==> src/rtl/div_shift_sub_seq.sv <==
`default_nettype none
// ============================================================================
// Module      : div_shift_sub_seq
// Description : Sequential restoring divider. It divides an unsigned
//               DIVIDEND_W-bit value by an unsigned DIVISOR_W-bit value and
//               produces one quotient bit per clock. A zero divisor returns
//               an all-ones quotient and sets div_by_zero.
// Revision    : 1.0 - initial release
// ============================================================================
module div_shift_sub_seq #(
  parameter int DIVIDEND_W = 16,
  parameter int DIVISOR_W  = 8
) (
  input  logic                  clk,
  input  logic                  rst_n,
  input  logic                  start,
  input  logic [DIVIDEND_W-1:0] dividend,
  input  logic [DIVISOR_W-1:0]  divisor,
  output logic                  busy,
  output logic                  rdy,
  output logic [DIVIDEND_W-1:0] quotient,
  output logic [DIVISOR_W-1:0]  remainder,
  output logic                  div_by_zero
);

  localparam int CNT_W = $clog2(DIVIDEND_W + 1);

  typedef enum logic [1:0] {
    S_IDLE = 2'd0,
    S_RUN  = 2'd1,
    S_DONE = 2'd2
  } state_t;

  state_t                 state_q;
  // The shift register starts out holding the dividend. On each RUN step
  // its MSB moves into the partial remainder, and the new quotient bit
  // enters at its LSB. After DIVIDEND_W steps it holds only quotient bits.
  logic [DIVIDEND_W-1:0]  sreg_q;
  logic [DIVISOR_W-1:0]   rem_q;
  logic [DIVISOR_W-1:0]   dsr_q;
  logic [CNT_W-1:0]       cnt_q;
  logic                   busy_q;
  logic                   rdy_q;
  logic [DIVIDEND_W-1:0]  quot_q;
  logic [DIVISOR_W-1:0]   remo_q;
  logic                   dz_q;

  logic [DIVISOR_W:0]     prem_d;
  logic [DIVISOR_W:0]     diff_d;
  logic                   qbit_d;
  logic [DIVISOR_W-1:0]   rem_d;
  logic [DIVIDEND_W-1:0]  sreg_d;

  // One restoring step: trial-subtract the divisor from the widened
  // partial remainder, then keep the difference only when it does not
  // underflow.
  always_comb begin
    prem_d = {rem_q, sreg_q[DIVIDEND_W-1]};
    diff_d = prem_d - {1'b0, dsr_q};
    qbit_d = (prem_d >= {1'b0, dsr_q});
    rem_d  = qbit_d ? diff_d[DIVISOR_W-1:0] : prem_d[DIVISOR_W-1:0];
    sreg_d = {sreg_q[DIVIDEND_W-2:0], qbit_d};
  end

  // Control FSM and datapath registers. Every output is registered.
  always_ff @(posedge clk) begin
    if (!rst_n) begin
      state_q <= S_IDLE;
      sreg_q  <= '0;
      rem_q   <= '0;
      dsr_q   <= '0;
      cnt_q   <= '0;
      busy_q  <= 1'b0;
      rdy_q   <= 1'b0;
      quot_q  <= '0;
      remo_q  <= '0;
      dz_q    <= 1'b0;
    end else begin
      case (state_q)
        S_IDLE: begin
          rdy_q <= 1'b0;
          if (start) begin
            busy_q <= 1'b1;
            if (divisor == '0) begin
              // A zero divisor skips the iteration and reports at once.
              state_q <= S_DONE;
              rdy_q   <= 1'b1;
              dz_q    <= 1'b1;
              quot_q  <= '1;
              remo_q  <= '0;
            end else begin
              state_q <= S_RUN;
              sreg_q  <= dividend;
              rem_q   <= '0;
              dsr_q   <= divisor;
              cnt_q   <= CNT_W'(DIVIDEND_W);
            end
          end
        end
        S_RUN: begin
          sreg_q <= sreg_d;
          rem_q  <= rem_d;
          cnt_q  <= cnt_q - CNT_W'(1);
          if (cnt_q == CNT_W'(1)) begin
            state_q <= S_DONE;
            quot_q  <= sreg_d;
            remo_q  <= rem_d;
            dz_q    <= 1'b0;
            rdy_q   <= 1'b1;
          end
        end
        S_DONE: begin
          rdy_q   <= 1'b0;
          busy_q  <= 1'b0;
          state_q <= S_IDLE;
        end
        default: begin
          state_q <= S_IDLE;
          busy_q  <= 1'b0;
          rdy_q   <= 1'b0;
        end
      endcase
    end
  end

  assign busy        = busy_q;
  assign rdy         = rdy_q;
  assign quotient    = quot_q;
  assign remainder   = remo_q;
  assign div_by_zero = dz_q;

endmodule
`default_nettype wire

==> config.mk <==
export PLATFORM = sky130hd
export DESIGN_NAME = div_shift_sub_seq
export DESIGN_NICKNAME = d
export VERILOG_FILES = /design/src/rtl/div_shift_sub_seq.sv
export SDC_FILE = /design/constraint.sdc
export NUM_CORES = 1
export LEC_CHECK = 0
export BUFFER_PORTS_ARGS = -buffer_cell sky130_fd_sc_hd__buf_2
export CELL_PAD_IN_SITES_DETAIL_PLACEMENT = 0
export CELL_PAD_IN_SITES_GLOBAL_PLACEMENT = 1
export CORE_MARGIN = 4
export CORE_UTILIZATION = 45
export DETAILED_ROUTE_END_ITERATION = 7
export PLACE_DENSITY_LB_ADDON = 0.08
export SLEW_MARGIN = 5
export SYNTH_ARGS = -nofsm -noshare
export SYNTH_HDL_FRONTEND = slang
export SYNTH_SLANG_ARGS = --single-unit
==> constraint.sdc <==
create_clock -name clk -period 4.9 [get_ports clk]
set_input_delay 0.98 -clock clk [delete_from_list [all_inputs] [get_ports clk]]
set_output_delay 0.98 -clock clk [all_outputs]
set_load 0.05 [all_outputs]
# Yosys cells after proc, flatten, opt, wreduce, memory -nomap -nowiden
# Index checks and enable logic that the tools add are counted.
[word_totals]
ff_bits = 66
latchBits = 0
ramBits = 0
rom_bits = 0
in_bits = 27
output_inout_bits = 27
word_cells = 61
n_memories = 0
[classes]
add_sub_neg = 2
mul = 0
n_div = 0
order_cmp = 1
n_eq_ne = 6
shift = 0
muxes = 32
bitwise = 2
n_reduce_logical = 8
[ops]
columns = ["operator", "count"]
rows = [
  ["2-to-1 mux 16 bit", 5],
  ["case mux 16 bit (2 select lines)", 2],
  ["2-to-1 mux 8 bit", 6],
  ["case mux 8 bit (2 select lines)", 2],
  ["2-to-1 mux 5 bit", 2],
  ["case mux 5 bit (2 select lines)", 1],
  ["greater-or-equal comparator 9 x 8 -> 1 bit", 1],
  ["zero test 8 bit", 1],
  ["inequality test 2 bit (second input constant)", 4],
  ["subtractor 8 bit", 1],
  ["2-to-1 mux 1 bit", 7],
  ["2-to-1 mux 2 bit", 3],
  ["case mux 1 bit (2 select lines)", 3],
  ["AND reduction 3 bit", 2],
  ["equality test 5 x 1 -> 1 bit (second input constant)", 1],
  ["subtractor 5 x 1 -> 5 bit (second input constant)", 1],
  ["case mux 2 bit (2 select lines)", 1],
  ["AND reduction 2 bit", 2],
  ["AND reduction 4 bit", 1],
  ["equality test 2 x 1 -> 1 bit (second input constant)", 1],
  ["zero test 2 bit", 1],
  ["NOT 1 bit", 2],
  ["nonzero test 2 bit", 1],
]

# Longest topological paths before layout
[depth]
depth_word = 4
ltp_mapped = 9
ltp_nobuf = 8

# Least setup slack after synthesis
# No wires, ideal clock.
[synth_path]
path_type = "in2reg"
from = "input divisor[7]"
to = "register remo_q[5], in the netlist remainder[5]"
setup_time_ns = 0.123
arrival_time_ns = 2.040
required_ns = 4.777
path_slack_ns = 2.738
path_stages = 6
path_buffers = 1
cell_sequence = "nor4_4 > nand3_1 > and3_1 > buf_6 > a32oi_1 > o21ai_1"
[synth_via]
elab_chain_cells = 3
[synth_lines]
columns = ["item", "line_no", "rtl"]
rows = [
  ["start: declaration", "18", "input logic [DIVISOR_W-1:0] divisor,"],
  ["zero test 8 bit", "84", "if (divisor == '0) begin"],
  ["inequality test 2 bit (no source line)", "-", ""],
  ["AND reduction 4 bit (no source line)", "-", ""],
  ["end signal: assignment", "107", "remo_q <= rem_d;"],
  ["end: declaration", "45", "logic [DIVISOR_W-1:0] remo_q;"],
]
# Every way passes these cells.
# A chain may end at the register's enable or synchronous reset.

# Worst setup path in the final report
[layout_path]
from = "input start"
to = "register cnt_q[4]"
[layout_via]
elab_chain_cells = 2
[layout_lines]
columns = ["item", "line_no", "rtl"]
rows = [
  ["start: declaration", "16", "input logic start,"],
  ["inequality test 2 bit (no source line)", "-", ""],
  ["AND reduction 3 bit (no source line)", "-", ""],
  ["end signal: assignment", "96", "cnt_q <= CNT_W'(DIVIDEND_W);"],
  ["end signal: assignment", "103", "cnt_q <= cnt_q - CNT_W'(1);"],
  ["end: declaration", "41", "logic [CNT_W-1:0] cnt_q;"],
]
# Every way passes these cells.

==> reports/qor.txt <==
grt total ovfl - 0
CP endpoint kind - flop
reg2reg end - rem_q[6]$_SDFFE_PN0P_
drt first-iter violations - 71
net count after synthesis - 400
DR DRC count - 0
FF-to-FF setup slack - 2.66 ns
Core ar. - 6756 um^2
cell area after synthesis - 3109 um^2
CP endpoint - cnt_q[4]$_SDFFE_PN0P_
CTS sink cnt - 66
Lkg Pwr - 1.529 nW
Reg-to-Reg Start - rem_q[4]$_SDFFE_PN0P_
EDFF count, synth - 0
CP peak stage delay - 0.78 ns
first drt pass iteration count - 4
Pwr Density - 407.4 nW/um^2
type of the most critical hold path - reg -> reg
Post-Synth XOR/XNOR Area - 1.690%
area of placed instances - 3354 um^2
Inst Count DP - 476
Slew Viols, Final - 0
largest family of logic cells by synthesized area - compound AO/OA/AOI/OAI gates
status - finished clean
period utilization - 46.77%
final instance area - 3592 um^2
final setup fails - 0
HPWL after DPL - 4848 um
Slew @ Worst Pin - 0.9861 ns
floorplan row count - 30
Die Span Y - 91.12 um
first-pass GRT wire length - 11770 um
mux cell area share after synthesis - 2.575%
Crit path required time - 5.15 ns
f_max - 436.3 MHz
total negative slack - 0 ns
Yosys reg bits - 66
Fin. Hold Viols - 0
buffer depth of the longest clock path - 2
RSZ-0062 raised after global routing - false
Primary FF master, synth - dfxtp_1
non-filler cells, final - 492
Max-Cap Viols - 0
maximum vdd drop - 150.7 uV
Post-Synth Simple-Gate Area - 20.93%
initial core utilization - 46.02%
vias post-DR - 2587
CP startpoint kind - input port
Syn Inst Count - 362
Compound-Gate Fraction of Synth Area - 21.49%
min Tclk post-route - 2.292 ns
CTS tree - yes
YS warnings - 0
drt wl/cell - 14.14 um
post-cts resize count - 0
Fin Clk Skew - 0.01002 ns
Async S/R FF share, synth - 0%
n_diodes - 0
largest net degree at the start of global routing - 39
remaining antenna violation count - 0
Final Hold Slack - 0.4443 ns
Slew HR - 33.88%
Slowest-stage cell, CP - a21boi_2
RD Place Congestion - 0.7857
H-tree depth reported by CTS - 3
Vias per Instance - 5.258
synthesis-to-layout area growth - 15.53%
reg2reg path depth - 6
count of cell types in the netlist - 46
synthesized area per cell - 8.589 um^2
final-stage net count - 445
Worst-Skew Late Latency - 0.34 ns
CP Class - in -> reg
PortBufs - 53
worst path cell trace - buf_2 > nor2b_1 > a21boi_2 > nor2_1 > a211o_1 > a21oi_1
worst setup path start - start
Post-CTS Hold Buffers - 0
antenna violations before repair - 0
Num CTS Buffers - 9
Boundary Pins - 54
layout cell share with drive strength beyond 1 - 20.15%
CP arrival - 2.54 ns
chip width - 91.12 um
sequential share of the synthesized area - 42.49%
vias in the first global route - 2432
die area - 8303 um^2
postcts setup bufs - 0
Post-Synth Adder-Cell Area - 4.668%
GRT Util Overall - 17.45%
clk slew on worst S/H paths - 0.07 ns
crit path max fanout - 19
DRT Wirelength - 6957 um
Root Buffer - clkbuf_8
==> cell type report <==
cell class,instances,area [um^2]
inverter,15,56.30
sequential,66,1321
clock buffer,12,165.2
clock inverter,4,72.57
tap,80,100.1
timing repair buffer,55,280.3
fill,704,3164
multi-input combinational,260,1597
==> flip-flops by register name, summed over array words and instances (netlist names), 2 cells and up <==
signal / cells
dsr_q: 8
state_q: 2
rem_q: 8
remainder: 8
quotient: 16
sreg_q: 16
cnt_q: 5
==> synth_stat cells, drive strengths merged (3+ instances only) <==
cell type  instances  share of area [%]
clkbuf             7               0.85
a21oi             17                2.7
nand2b             5                1.0
a211oi            16                3.9
ha                10                4.0
xor2               3               0.85
xnor2              3               0.85
mux2i              5                1.6
nor3b              3               0.72
dfxtp             66                 42
and3               3               0.60
nand2             51                6.2
inv               15                1.8
nor2b              5                1.0
nor2              66                8.0
o22ai              3               0.60
buf               14                3.5
nand3              4               0.64
a311oi            16                4.5
o21ai             20                3.2
==> cell families (layout without fill, tap and decap cells) <==
logic type / after synthesis / after routing
AOI/OAI and AO/OA: 93 / 93
xor gates and xnor gates: 6 / 6
adders and majority gates: 11 / 11
buffers and inverters: 36 / 86
DFF: 66 / 66
muxes: 7 / 7
and+or+nand+nor: 143 / 143
==> where the power goes <==
part	switching, mW	internal (mW)	total, mW	leakage, nW
Combinational	0.207	0.127	0.334	0.872
Clock	0.203	0.327	0.531	0.119
Sequential	0.0248	0.574	0.598	0.539
==> metal layers <==
layer / wire length (um) / share of wire [%] / track usage [%] / up-vias
met5: 0 / 0 / 0 / -
met4: 71 / 1.0 / 6.407 / 0
met3: 228 / 3.3 / 3.231 / 6
met2: 2982 / 43 / 26.00 / 45
met1: 3675 / 53 / 25.05 / 1178
li1: - / - / - / 1358
==> worst max-delay path, delay by kind of cell <==
family / cells / cell delay (ns)
compound gates: 3 / 1.21
simple gates: 2 / 0.27
buf+inv: 1 / 0.09
==> placed cells by master (no fill, tap or decap), drive strengths merged, types with 2 or more instances in the layout <==
master    n
a211oi   16
mux2i     5
bufinv    2
a21boi    2
nand2    51
nor3      2
clkbuf   12
o2111ai   2
nor4      2
nand3     4
a21o      2
o22ai     3
a21oi    17
nand2b    5
o21a      2
buf      55
o21ai    20
nor3b     3
inv      15
mux2      2
ha       10
nor2b     5
a2111oi   2
dfxtp    66
a31oi     2
xnor2     3
nor2     66
and3      3
a32oi     2
xor2      3
a22oi     2
a311oi   16
==> stage by stage <==
step	total power, mW	utilization [%]	worst slack (ns)
after global placement	0.9387	49.65	2.264
final	1.463	53.17	2.608
after global routing	1.543	53.17	2.328
after floorplan	0.8793	-	2.738
after CTS	1.479	53.17	2.595
after detailed placement	0.9422	49.65	2.235
==> how the worst min path moves through the flow <==
stage                                      endpoint                       from  cells past startpoint
after floorplan               rem_q[1]$_SDFFE_PN0P_      rem_q[1]$_SDFFE_PN0P_                      2
after global placement    remainder[2]$_SDFFE_PN0P_  remainder[2]$_SDFFE_PN0P_                      2
after detailed placement  remainder[2]$_SDFFE_PN0P_  remainder[2]$_SDFFE_PN0P_                      2
after CTS                 remainder[0]$_SDFFE_PN0P_  remainder[0]$_SDFFE_PN0P_                      2
after global routing      remainder[1]$_SDFFE_PN0P_  remainder[1]$_SDFFE_PN0P_                      2
final                     remainder[0]$_SDFFE_PN0P_  remainder[0]$_SDFFE_PN0P_                      2
Power figures use the tool's default switching activity.
